`src/rtl/and_unit_arbiter.sv`:
```
// ---------------------------------------------------------------------------
// and_unit_arbiter
//
// Purpose:
//   Round-robin arbiter and sequencer that time-shares a single registered
//   bitwise gate unit (c = a & b) among NUM_REQ requesters. The winner's
//   operands are latched in IDLE, the result is produced one clock later and
//   presented for exactly one cycle together with the winner's ID.
//
//   Sequence per transaction: IDLE -> EXEC -> DONE -> IDLE (3 clocks).
//
// Parameters:
//   NUM_REQ  number of requesters, 2..8
//   WIDTH    operand / result width in bits
//
// Ports:
//   clk      system clock, rising edge
//   rst      synchronous active-high reset
//   req      request level per requester (bit i = requester i)
//   a_in     operand A, requester i owns [i*WIDTH +: WIDTH]
//   b_in     operand B, same slicing as a_in
//   op_in    (GATE_OPSEL_EN only) operator per requester, [2i +: 2]
//   gnt      one-hot grant, high during EXEC
//   busy     high whenever the sequencer is not in IDLE
//   c_out    result register (held until the next result)
//   c_op     (GATE_OPSEL_EN only) operator that produced c_out
//   c_valid  one-cycle result strobe
//   c_id     requester index owning c_out, zero-extended to 3 bits
//
// Optional feature:
//   GATE_OPSEL_EN  when defined, adds op_in/c_op and selects
//                  00=AND 01=OR 10=XOR 11=NAND. Undefined: AND only.
// ---------------------------------------------------------------------------
module and_unit_arbiter #(
  parameter int NUM_REQ = 4,
  parameter int WIDTH   = 8
) (
  input  logic                       clk,
  input  logic                       rst,
  input  logic [NUM_REQ-1:0]         req,
  input  logic [NUM_REQ*WIDTH-1:0]   a_in,
  input  logic [NUM_REQ*WIDTH-1:0]   b_in,
`ifdef GATE_OPSEL_EN
  input  logic [NUM_REQ*2-1:0]       op_in,
  output logic [1:0]                 c_op,
`endif
  output logic [NUM_REQ-1:0]         gnt,
  output logic                       busy,
  output logic [WIDTH-1:0]           c_out,
  output logic                       c_valid,
  output logic [2:0]                 c_id
);

  // Index space is always 8 entries wide so a 3-bit index never exceeds the
  // table; entries at or above NUM_REQ read as zero.
  localparam int MAX_REQ = 8;

  typedef enum logic [1:0] {
    S_IDLE = 2'd0,
    S_EXEC = 2'd1,
    S_DONE = 2'd2
  } state_t;

  // -------------------------------------------------------------------------
  // Registers
  // -------------------------------------------------------------------------
  state_t              r_state;
  logic [NUM_REQ-1:0]  r_gnt;
  logic [WIDTH-1:0]    r_a;
  logic [WIDTH-1:0]    r_b;
  logic [2:0]          r_id;
  logic [2:0]          r_ptr;
  logic [WIDTH-1:0]    r_c;
  logic                r_valid;
  logic [2:0]          r_cid;
  logic [1:0]          r_op;
  logic [1:0]          r_cop;

  // -------------------------------------------------------------------------
  // Next-state wires
  // -------------------------------------------------------------------------
  state_t              w_state_next;
  logic [NUM_REQ-1:0]  w_gnt_next;
  logic [WIDTH-1:0]    w_a_next;
  logic [WIDTH-1:0]    w_b_next;
  logic [2:0]          w_id_next;
  logic [2:0]          w_ptr_next;
  logic [WIDTH-1:0]    w_c_next;
  logic                w_valid_next;
  logic [2:0]          w_cid_next;
  logic [1:0]          w_op_next;
  logic [1:0]          w_cop_next;

  // -------------------------------------------------------------------------
  // Unpack the flattened request-side buses into 8-entry tables
  // -------------------------------------------------------------------------
  logic [MAX_REQ-1:0]  w_req_ext;
  logic [WIDTH-1:0]    w_a_arr  [MAX_REQ];
  logic [WIDTH-1:0]    w_b_arr  [MAX_REQ];
  logic [1:0]          w_op_arr [MAX_REQ];

  assign w_req_ext = MAX_REQ'(req);

  genvar gi;
  generate
    for (gi = 0; gi < MAX_REQ; gi++) begin : g_unpack
      if (gi < NUM_REQ) begin : g_live
        assign w_a_arr[gi] = a_in[gi*WIDTH +: WIDTH];
        assign w_b_arr[gi] = b_in[gi*WIDTH +: WIDTH];
`ifdef GATE_OPSEL_EN
        assign w_op_arr[gi] = op_in[gi*2 +: 2];
`else
        assign w_op_arr[gi] = 2'b00;
`endif
      end else begin : g_pad
        assign w_a_arr[gi]  = '0;
        assign w_b_arr[gi]  = '0;
        assign w_op_arr[gi] = 2'b00;
      end
    end
  endgenerate

  // -------------------------------------------------------------------------
  // Round-robin winner search: first set request at or after r_ptr,
  // wrapping modulo NUM_REQ. Scanning from the far end down lets the
  // nearest hit overwrite any farther one.
  // -------------------------------------------------------------------------
  logic        w_found;
  logic [2:0]  w_win;
  logic [3:0]  w_idx;

  always_comb begin
    w_found = 1'b0;
    w_win   = 3'd0;
    w_idx   = 4'd0;
    for (int k = NUM_REQ - 1; k >= 0; k--) begin
      w_idx = 4'(r_ptr) + 4'(k);
      if (w_idx >= 4'(NUM_REQ)) begin
        w_idx = w_idx - 4'(NUM_REQ);
      end
      if (w_req_ext[w_idx[2:0]]) begin
        w_found = 1'b1;
        w_win   = w_idx[2:0];
      end
    end
  end

  // Pointer advance: one past the winner, wrapped.
  logic [3:0] w_id_inc;
  assign w_id_inc = 4'(r_id) + 4'd1;

  // -------------------------------------------------------------------------
  // Gate datapath on the latched operands
  // -------------------------------------------------------------------------
  logic [WIDTH-1:0] w_result;

  always_comb begin
    w_result = r_a & r_b;
    case (r_op)
      2'b01:   w_result = r_a | r_b;
      2'b10:   w_result = r_a ^ r_b;
      2'b11:   w_result = ~(r_a & r_b);
      default: w_result = r_a & r_b;
    endcase
  end

  // -------------------------------------------------------------------------
  // FSM: next-state and register updates
  // -------------------------------------------------------------------------
  always_comb begin
    w_state_next = r_state;
    w_gnt_next   = r_gnt;
    w_a_next     = r_a;
    w_b_next     = r_b;
    w_id_next    = r_id;
    w_ptr_next   = r_ptr;
    w_c_next     = r_c;
    w_valid_next = 1'b0;
    w_cid_next   = r_cid;
    w_op_next    = r_op;
    w_cop_next   = r_cop;

    case (r_state)
      S_IDLE: begin
        if (w_found) begin
          w_gnt_next   = NUM_REQ'(1) << w_win;
          w_a_next     = w_a_arr[w_win];
          w_b_next     = w_b_arr[w_win];
          w_op_next    = w_op_arr[w_win];
          w_id_next    = w_win;
          w_state_next = S_EXEC;
        end
      end

      S_EXEC: begin
        w_c_next     = w_result;
        w_cop_next   = r_op;
        w_cid_next   = r_id;
        w_valid_next = 1'b1;
        w_gnt_next   = '0;
        w_ptr_next   = (w_id_inc >= 4'(NUM_REQ)) ? 3'd0 : w_id_inc[2:0];
        w_state_next = S_DONE;
      end

      S_DONE: begin
        // Requests are deliberately not looked at here; a level still high
        // next cycle is picked up by IDLE as a fresh request.
        w_state_next = S_IDLE;
      end

      default: begin
        w_gnt_next   = '0;
        w_state_next = S_IDLE;
      end
    endcase
  end

  always_ff @(posedge clk) begin
    if (rst) begin
      r_state <= S_IDLE;
      r_gnt   <= '0;
      r_a     <= '0;
      r_b     <= '0;
      r_id    <= 3'd0;
      r_ptr   <= 3'd0;
      r_c     <= '0;
      r_valid <= 1'b0;
      r_cid   <= 3'd0;
      r_op    <= 2'b00;
      r_cop   <= 2'b00;
    end else begin
      r_state <= w_state_next;
      r_gnt   <= w_gnt_next;
      r_a     <= w_a_next;
      r_b     <= w_b_next;
      r_id    <= w_id_next;
      r_ptr   <= w_ptr_next;
      r_c     <= w_c_next;
      r_valid <= w_valid_next;
      r_cid   <= w_cid_next;
      r_op    <= w_op_next;
      r_cop   <= w_cop_next;
    end
  end

  // -------------------------------------------------------------------------
  // Outputs
  // -------------------------------------------------------------------------
  assign gnt     = r_gnt;
  assign busy    = (r_state != S_IDLE);
  assign c_out   = r_c;
  assign c_valid = r_valid;
  assign c_id    = r_cid;

`ifdef GATE_OPSEL_EN
  assign c_op = r_cop;
`else
  // Without operator select the operator register is constant AND.
  logic w_cop_unused;
  assign w_cop_unused = ^r_cop;
`endif

endmodule
```
`config.mk`:
```
export PLATFORM = sky130hd
export DESIGN_NAME = and_unit_arbiter
export DESIGN_NICKNAME = d
export VERILOG_FILES = /design/src/rtl/and_unit_arbiter.sv
export SDC_FILE = /design/constraint.sdc
export NUM_CORES = 1
export LEC_CHECK = 0
export BUFFER_PORTS_ARGS = -buffer_cell sky130_fd_sc_hd__buf_2
export CORE_UTILIZATION = 25
export DETAILED_ROUTE_END_ITERATION = 12
export PLACE_DENSITY = 0.47
export RECOVER_POWER = 50
export SLEW_MARGIN = 20
export SYNTH_ARGS = -nofsm -noshare
export SYNTH_HDL_FRONTEND = slang
export SYNTH_SLANG_ARGS = --single-unit
```
`constraint.sdc`:
```
create_clock -name clk -period 5.4 [get_ports clk]
set_input_delay 0 -clock clk [delete_from_list [all_inputs] [get_ports clk]]
set_output_delay 0 -clock clk [all_outputs]
set_load 0.02 [all_outputs]
```
# After elaboration in Yosys (flattened, before gate mapping)
# Memory sizes are Yosys's and may differ from the RTL's. A register that Yosys moved wholly into a read port is not among the register bits.
# Index checks and enable logic that the tools add are counted.
[word_totals] ff_bits=40 rom_bits=16 out_inout_bits=17 elab_cells=78 memories=1
[mem_list] memory="(no name shown)" depth=8 word_bits=2 read_ports=1 rd_clocked_by_memory_dff=1 wr=0 line_no="189" rtl="w_op_next = w_op_arr[w_win];"
[classes] addsub=8 order_cmp=10 n_eq_ne=6 shifts=1 mux=33 bitwise=6 n_reduce_logical=4
[ops] cell="binary-select mux 8 bit (select 3 bit)" count=2
[ops] cell="two-way mux 8 bit" count=4
[ops] cell="two-way mux 3 bit" count=9
[ops] cell="case mux 8 bit (3 select lines)" count=1
[ops] cell="greater-or-equal comparator 4 x 3 -> 1 bit, second input constant" count=4
[ops] cell="< comparator 3 x 4 -> 1 bit, second input constant" count=4
[ops] cell="binary-select mux 1 bit (select 3 bit)" count=4
[ops] cell="subtractor 3 bit, second input constant" count=4
[ops] cell="two-way mux 1 bit" count=9
[ops] cell="adder 3 x 1 -> 4 bit, second input constant" count=2
[ops] cell="adder 3 x 2 -> 4 bit, second input constant" count=2
[ops] cell="AND 8 bit" count=1
[ops] cell="inverter 8 bit" count=1
[ops] cell="OR 8 bit" count=1
[ops] cell="case mux 4 bit (2 select lines)" count=1
[ops] cell="XOR 8 bit" count=1
[ops] cell="equality test 2 bit, second input constant" count=3
[ops] cell="equality test 2 x 1 -> 1 bit, second input constant" count=2
[ops] cell="greater-or-equal comparator 4 bit, second input constant" count=1
[ops] cell="two-way mux 4 bit" count=1
[ops] cell="inverter 3 -> 4 bit" count=1
[ops] cell="case mux 2 bit (2 select lines)" count=1
[ops] cell="AND reduction 2 bit" count=2
[ops] cell="left shift 1 x 3 -> 4 bit, first input constant" count=1
[ops] cell="other kinds (6)" count=6

# Longest topological paths before layout
[depth] depth_word=13 ltp_mapped=14 depth_no_buf=8

# Worst setup path after synthesis
# Ideal clock, no wire load.
[synth_path] path_type="reg2reg" start="register r_ptr[0]" end="register r_a[0]" setup_time_ns=0.073 t_arrival_ns=3.198 setup_slack_ns=2.129 path_stages_with_launch=15 period_less_slack_ns=3.271 cell_sequence="dfxtp_1 buf_6 buf_2 inv_1 clkbuf_1 clkbuf_1 ha_1 mux4_2 o21ai_0 a221oi_1 buf_2 buf_4 mux2i_1 o2111ai_1 o211ai_2"
[synth_between] elab_chain_cells=13 word_cells_on_any_way=36 cone_classes="add/sub: 7; order compare: 4; mux: 23; bitwise: 1; reduce/logical: 1"
[synth_rtl] item="start, declared" line_no="72" rtl="logic [2:0] r_ptr;"
[synth_rtl] item="start signal, assigned" line_no="237" rtl="r_ptr <= w_ptr_next;"
[synth_rtl] item="adder 3 x 2 -> 4 bit" line_no="137" rtl="w_idx = 4'(r_ptr) + 4'(k);"
[synth_rtl] item="greater-or-equal comparator 4 x 3 -> 1 bit / subtractor 3 bit (equally long branches)" line_no="138, 139"
[synth_rtl] item="two-way mux 3 bit" line_no="138" rtl="if (w_idx >= 4'(NUM_REQ)) begin"
[synth_rtl] item="binary-select mux 1 bit (select 3 bit)" line_no="141" rtl="if (w_req_ext[w_idx[2:0]]) begin"
[synth_rtl] item="two-way mux 1 bit (not written as such)" line_no="141"
[synth_rtl] item="two-way mux 3 bit (4 in series)" line_no="141"
[synth_rtl] item="inverter 3 -> 4 bit (not written as such)" line_no="187" rtl="w_a_next = w_a_arr[w_win];"
[synth_rtl] item="binary-select mux 8 bit (select 3 bit)" line_no="187"
[synth_rtl] item="two-way mux 8 bit (not written as such) (2 in series)" line_no="187"
[synth_rtl] item="end signal, assigned" line_no="234" rtl="r_a <= w_a_next;"
[synth_rtl] item="end, declared" line_no="69" rtl="logic [WIDTH-1:0] r_a;"
# Parallel ways exist; a longest one is shown, timed or not. The select of a mux whose other input is x is not followed.
# A chain may end at the register's enable or synchronous reset.

# Worst setup path after layout
[layout_path] start="register r_ptr[0]" end="register r_a[5]"
# The elaborated chain is that of the path after synthesis.

==> summary.md <==
| Metric | Value |
|---|---|
| Critical-path cell list | `inv_1 > ha_1 > mux4_2 > o21ai_0 > a221oi_4 > buf_4 > o32ai_1 > a2111oi_2 > a211oi_2` |
| Clk root buf | `clkbuf_16` |
| IO Count | `87` |
| Final Hold Violating Endpoints | `0` |
| CTS max path bufs | `2` |
| Cell area after layout | `0.00371 mm2` |
| Status | `finished, final reports clean` |
| Ys Warns | `0` |
| Layout Nets | `504` |
| Largest family of logic cells by synthesized area | `compound AO/OA/AOI/OAI gates` |
| Pwr Density | `342 mW/mm2` |
| Switch share | `36.4%` |
| DR DRC count | `0` |
| Slew headroom | `41.5%` |
| Area after DPL | `0.00357 mm2` |
| Worst-Margin Slew | `0.876 ns` |
| Vias | `2912` |
| Synthesized area per cell | `8.38 um2` |
| Largest net degree at the start of global routing | `79` |
| Crit path DAT | `3.50 ns` |
| Mapped Area | `0.00306 mm2` |
| Comb pwr share | `44.0%` |
| Layout cells sized above 1 | `27.3%` |
| IO Port Bufs | `86` |
| Pleak | `1.47 nW` |
| Clock-pin slew on the worst setup and hold paths | `0.06 ns` |
| Post-synth cell types | `52` |
| Die ar. | `0.0127 mm2` |
| Gr ovfl total | `0` |
| Fin. max-slew vios | `0` |
| Cts hold-fix bufs | `0` |
| Die Y | `113 um` |
| CTS tree | `done` |
| Reg power frac | `29.8%` |
| Final WL | `8790 um` |
| Overall global routing resource usage | `14.3%` |
| Maximum vdd drop | `0.000106 V` |
| First-pass GRT wire length | `14300 um` |
| Fin Setup TNS | `0 ns` |
| CTS H-tree depth | `2` |
| ANT cells | `0` |
| Crit Path Class | `flip-flop to flip-flop` |
| Crit path max fanout | `48` |
| Synth top area cells | `dfxtp_1 (26%), mux2i_1 (10%), nor2_1 (5.4%)` |
| Pre-antenna DRT Iters | `6` |
| DP HPWL | `6620 um` |
| Core Area | `0.0120 mm2` |
| Psw | `462 uW` |
| Total of max-cap violations | `0` |
| Postcts setup bufs | `0` |
| Worst-path cell with the longest stage delay | `buf_4` |
| Post-Synth XOR/XNOR Area | `0%` |
| DRT iter0 DRCs | `87` |
| Post-synthesis register bit count | `40` |
| Die width | `113 um` |
| Max incr delay on CP | `0.50 ns` |
| Internal | `807 uW` |
| Ys async rst share | `0%` |
| Number of enable flip-flop cells after synthesis | `0` |
| Simple-gate share of the synthesized area | `19.3%` |
| Crit. End Element | `flip-flop` |
| Top FF cell, synth | `dfxtp_1` |
| Final GP Congestion | `0.767` |
| Fillers | `1302` |
| DR WL/cell | `15.2 um` |
| CTS Sinks | `40` |
| Post-synth top cells | `nor2_1 (44), dfxtp_1 (40), nand2_1 (36)` |
| RSZ-0062 raised after global routing | `no` |
| Cell with the most instances after synthesis | `nor2_1` |
| Worst min path class | `input pin to flip-flop` |
| Critical Path RT | `5.56 ns` |
| Final clock skew | `0.00387 ns` |
| Area Overhead vs Synth | `21.2%` |
| Top cell type's share of synthesized area | `26.2%` |
| Initial antenna violation count | `0` |
| Fmax | `0.299 GHz` |
| Syn nets | `438` |
| DR vias/cell | `5.03` |
| Yosys top cell by area | `dfxtp_1` |
| Cts repair resizes | `0` |
| Final count of negative-setup-slack endpoints | `0` |
| Initial Utilization | `25.6%` |
| Crit path time final | `3.34 ns` |
| Mux cell area share after synthesis | `18.9%` |
| Cell count after synthesis | `365` |
| FP Rows | `40` |
| Clock power frac | `26.2%` |
| Clock Latency Late Sink | `0.28 ns` |
| Post-synthesis compound-gate area fraction | `28.2%` |
| Num CTS Buffers | `5` |
| Antenna Violating Nets Remaining | `0` |
| Sequential area share after synthesis | `26.2%` |
| Period utilisation layout | `61.9%` |
| Worst setup SP type | `flip-flop` |
| Number of global-route vias before repair | `2732` |
| Adder-cell share of the synthesized area | `1.23%` |
## critical path, delay by kind of cell, from the launching register on
kind	cells	cell delay (ns)
muxes	1	0.37
AOI/OAI and AO/OA	5	1.12
adders and majority gates	1	0.42
buffers and inverters	2	0.98
DFF	1	0.31
## metal layers
metal | part of all wire, % | vias up | wire length (um) | track usage (%)
met5 | 0 | - | 0 | 0
met3 | 4.4 | 6 | 384 | 3.29
met4 | 0.53 | 0 | 47 | 1.87
met1 | 45 | 1367 | 3970 | 18.7
met2 | 50 | 58 | 4390 | 24.5
li1 | - | 1481 | - | -
## cell families (layout without fill, tap and decap cells)
| logic type | count (synthesis) | in the layout |
|---|---|---|
| compound gates | 106 | 106 |
| fa+ha+maj | 3 | 3 |
| buf+inv | 38 | 105 |
| flops | 40 | 40 |
| mux | 52 | 52 |
| simple gates | 126 | 126 |
## flip-flops by register name (all words and copies together), names as in the netlist
register and count:
r_id 3, gnt 4, c_out 8, c_id 3, r_ptr 3, r_b 8
r_state 2, r_a 8, c_valid 1
## final cells by class
type | count | area [um2] | share of cell area [%]
repair buffers | 89 | 432 | 11.6
flip-flops and latches | 40 | 802 | 21.6
inverters | 8 | 30.0 | 0.810
clock buffers | 6 | 129 | 3.48
multi-input cells | 287 | 2100 | 56.5
clock inverters | 2 | 35.0 | 0.945
well taps | 147 | 184 | 4.96
## placed cells by master (no fill, tap or decap), types with 2 or more instances in the layout
cell       instances
buf_2             69
nor2_1            44
dfxtp_1           39
nand2_1           36
mux2i_1           32
a21oi_1           29
nand2b_1          19
clkbuf_1          18
a22o_1            17
o2111ai_1         15
mux2_2            13
o211ai_2          10
nand3_1           10
inv_1              8
o21ai_0            5
o211ai_1           5
clkbuf_16          5
nor2b_1            4
mux2_1             4
mux4_2             3
and3_1             3
a32o_1             3
ha_1               3
buf_4              3
and2_1             2
o21a_1             2
a211oi_1           2
nor3_1             2
## worst paths after layout
| path | from | endpoint | cells past startpoint | slack [ns] |
|---|---|---|---|---|
| min | a_in[23] | r_a[7]$_SDFFE_PP0P_ | 4 | 0.14 |
| min reg2reg | c_out[2]$_SDFFE_PP0P_ | c_out[2]$_SDFFE_PP0P_ | 2 | 0.45 |
| max reg2reg | r_ptr[0]$_SDFFE_PP0P_ | r_a[5]$_SDFFE_PP0P_ | 9 | 2.06 |
| max | r_ptr[0]$_SDFFE_PP0P_ | r_a[5]$_SDFFE_PP0P_ | 9 | 2.06 |
## through the flow
step                      std cells  util (%)  power (mW)  hold slack [ns]  setup WS (ns)
after floorplan                 365         -       0.821            0.218           2.13
after global placement          571      29.8       0.943            0.433           2.09
after detailed placement        571      29.8       0.953            0.429           2.00
after CTS                       579      31.2        1.29            0.129           2.00
after global routing            579      31.0        1.36            0.150           1.78
final                           579      31.0        1.27            0.135           2.06
## power groups by stage
stage | Combinational, mW | Sequential (mW) | Clock (mW)
final | 0.558 | 0.379 | 0.332
after global routing | 0.619 | 0.387 | 0.356
after CTS | 0.570 | 0.379 | 0.341
after detailed placement | 0.568 | 0.385 | 0
after global placement | 0.559 | 0.384 | 0
after floorplan | 0.437 | 0.384 | 0
Power figures use the tool's default switching activity.
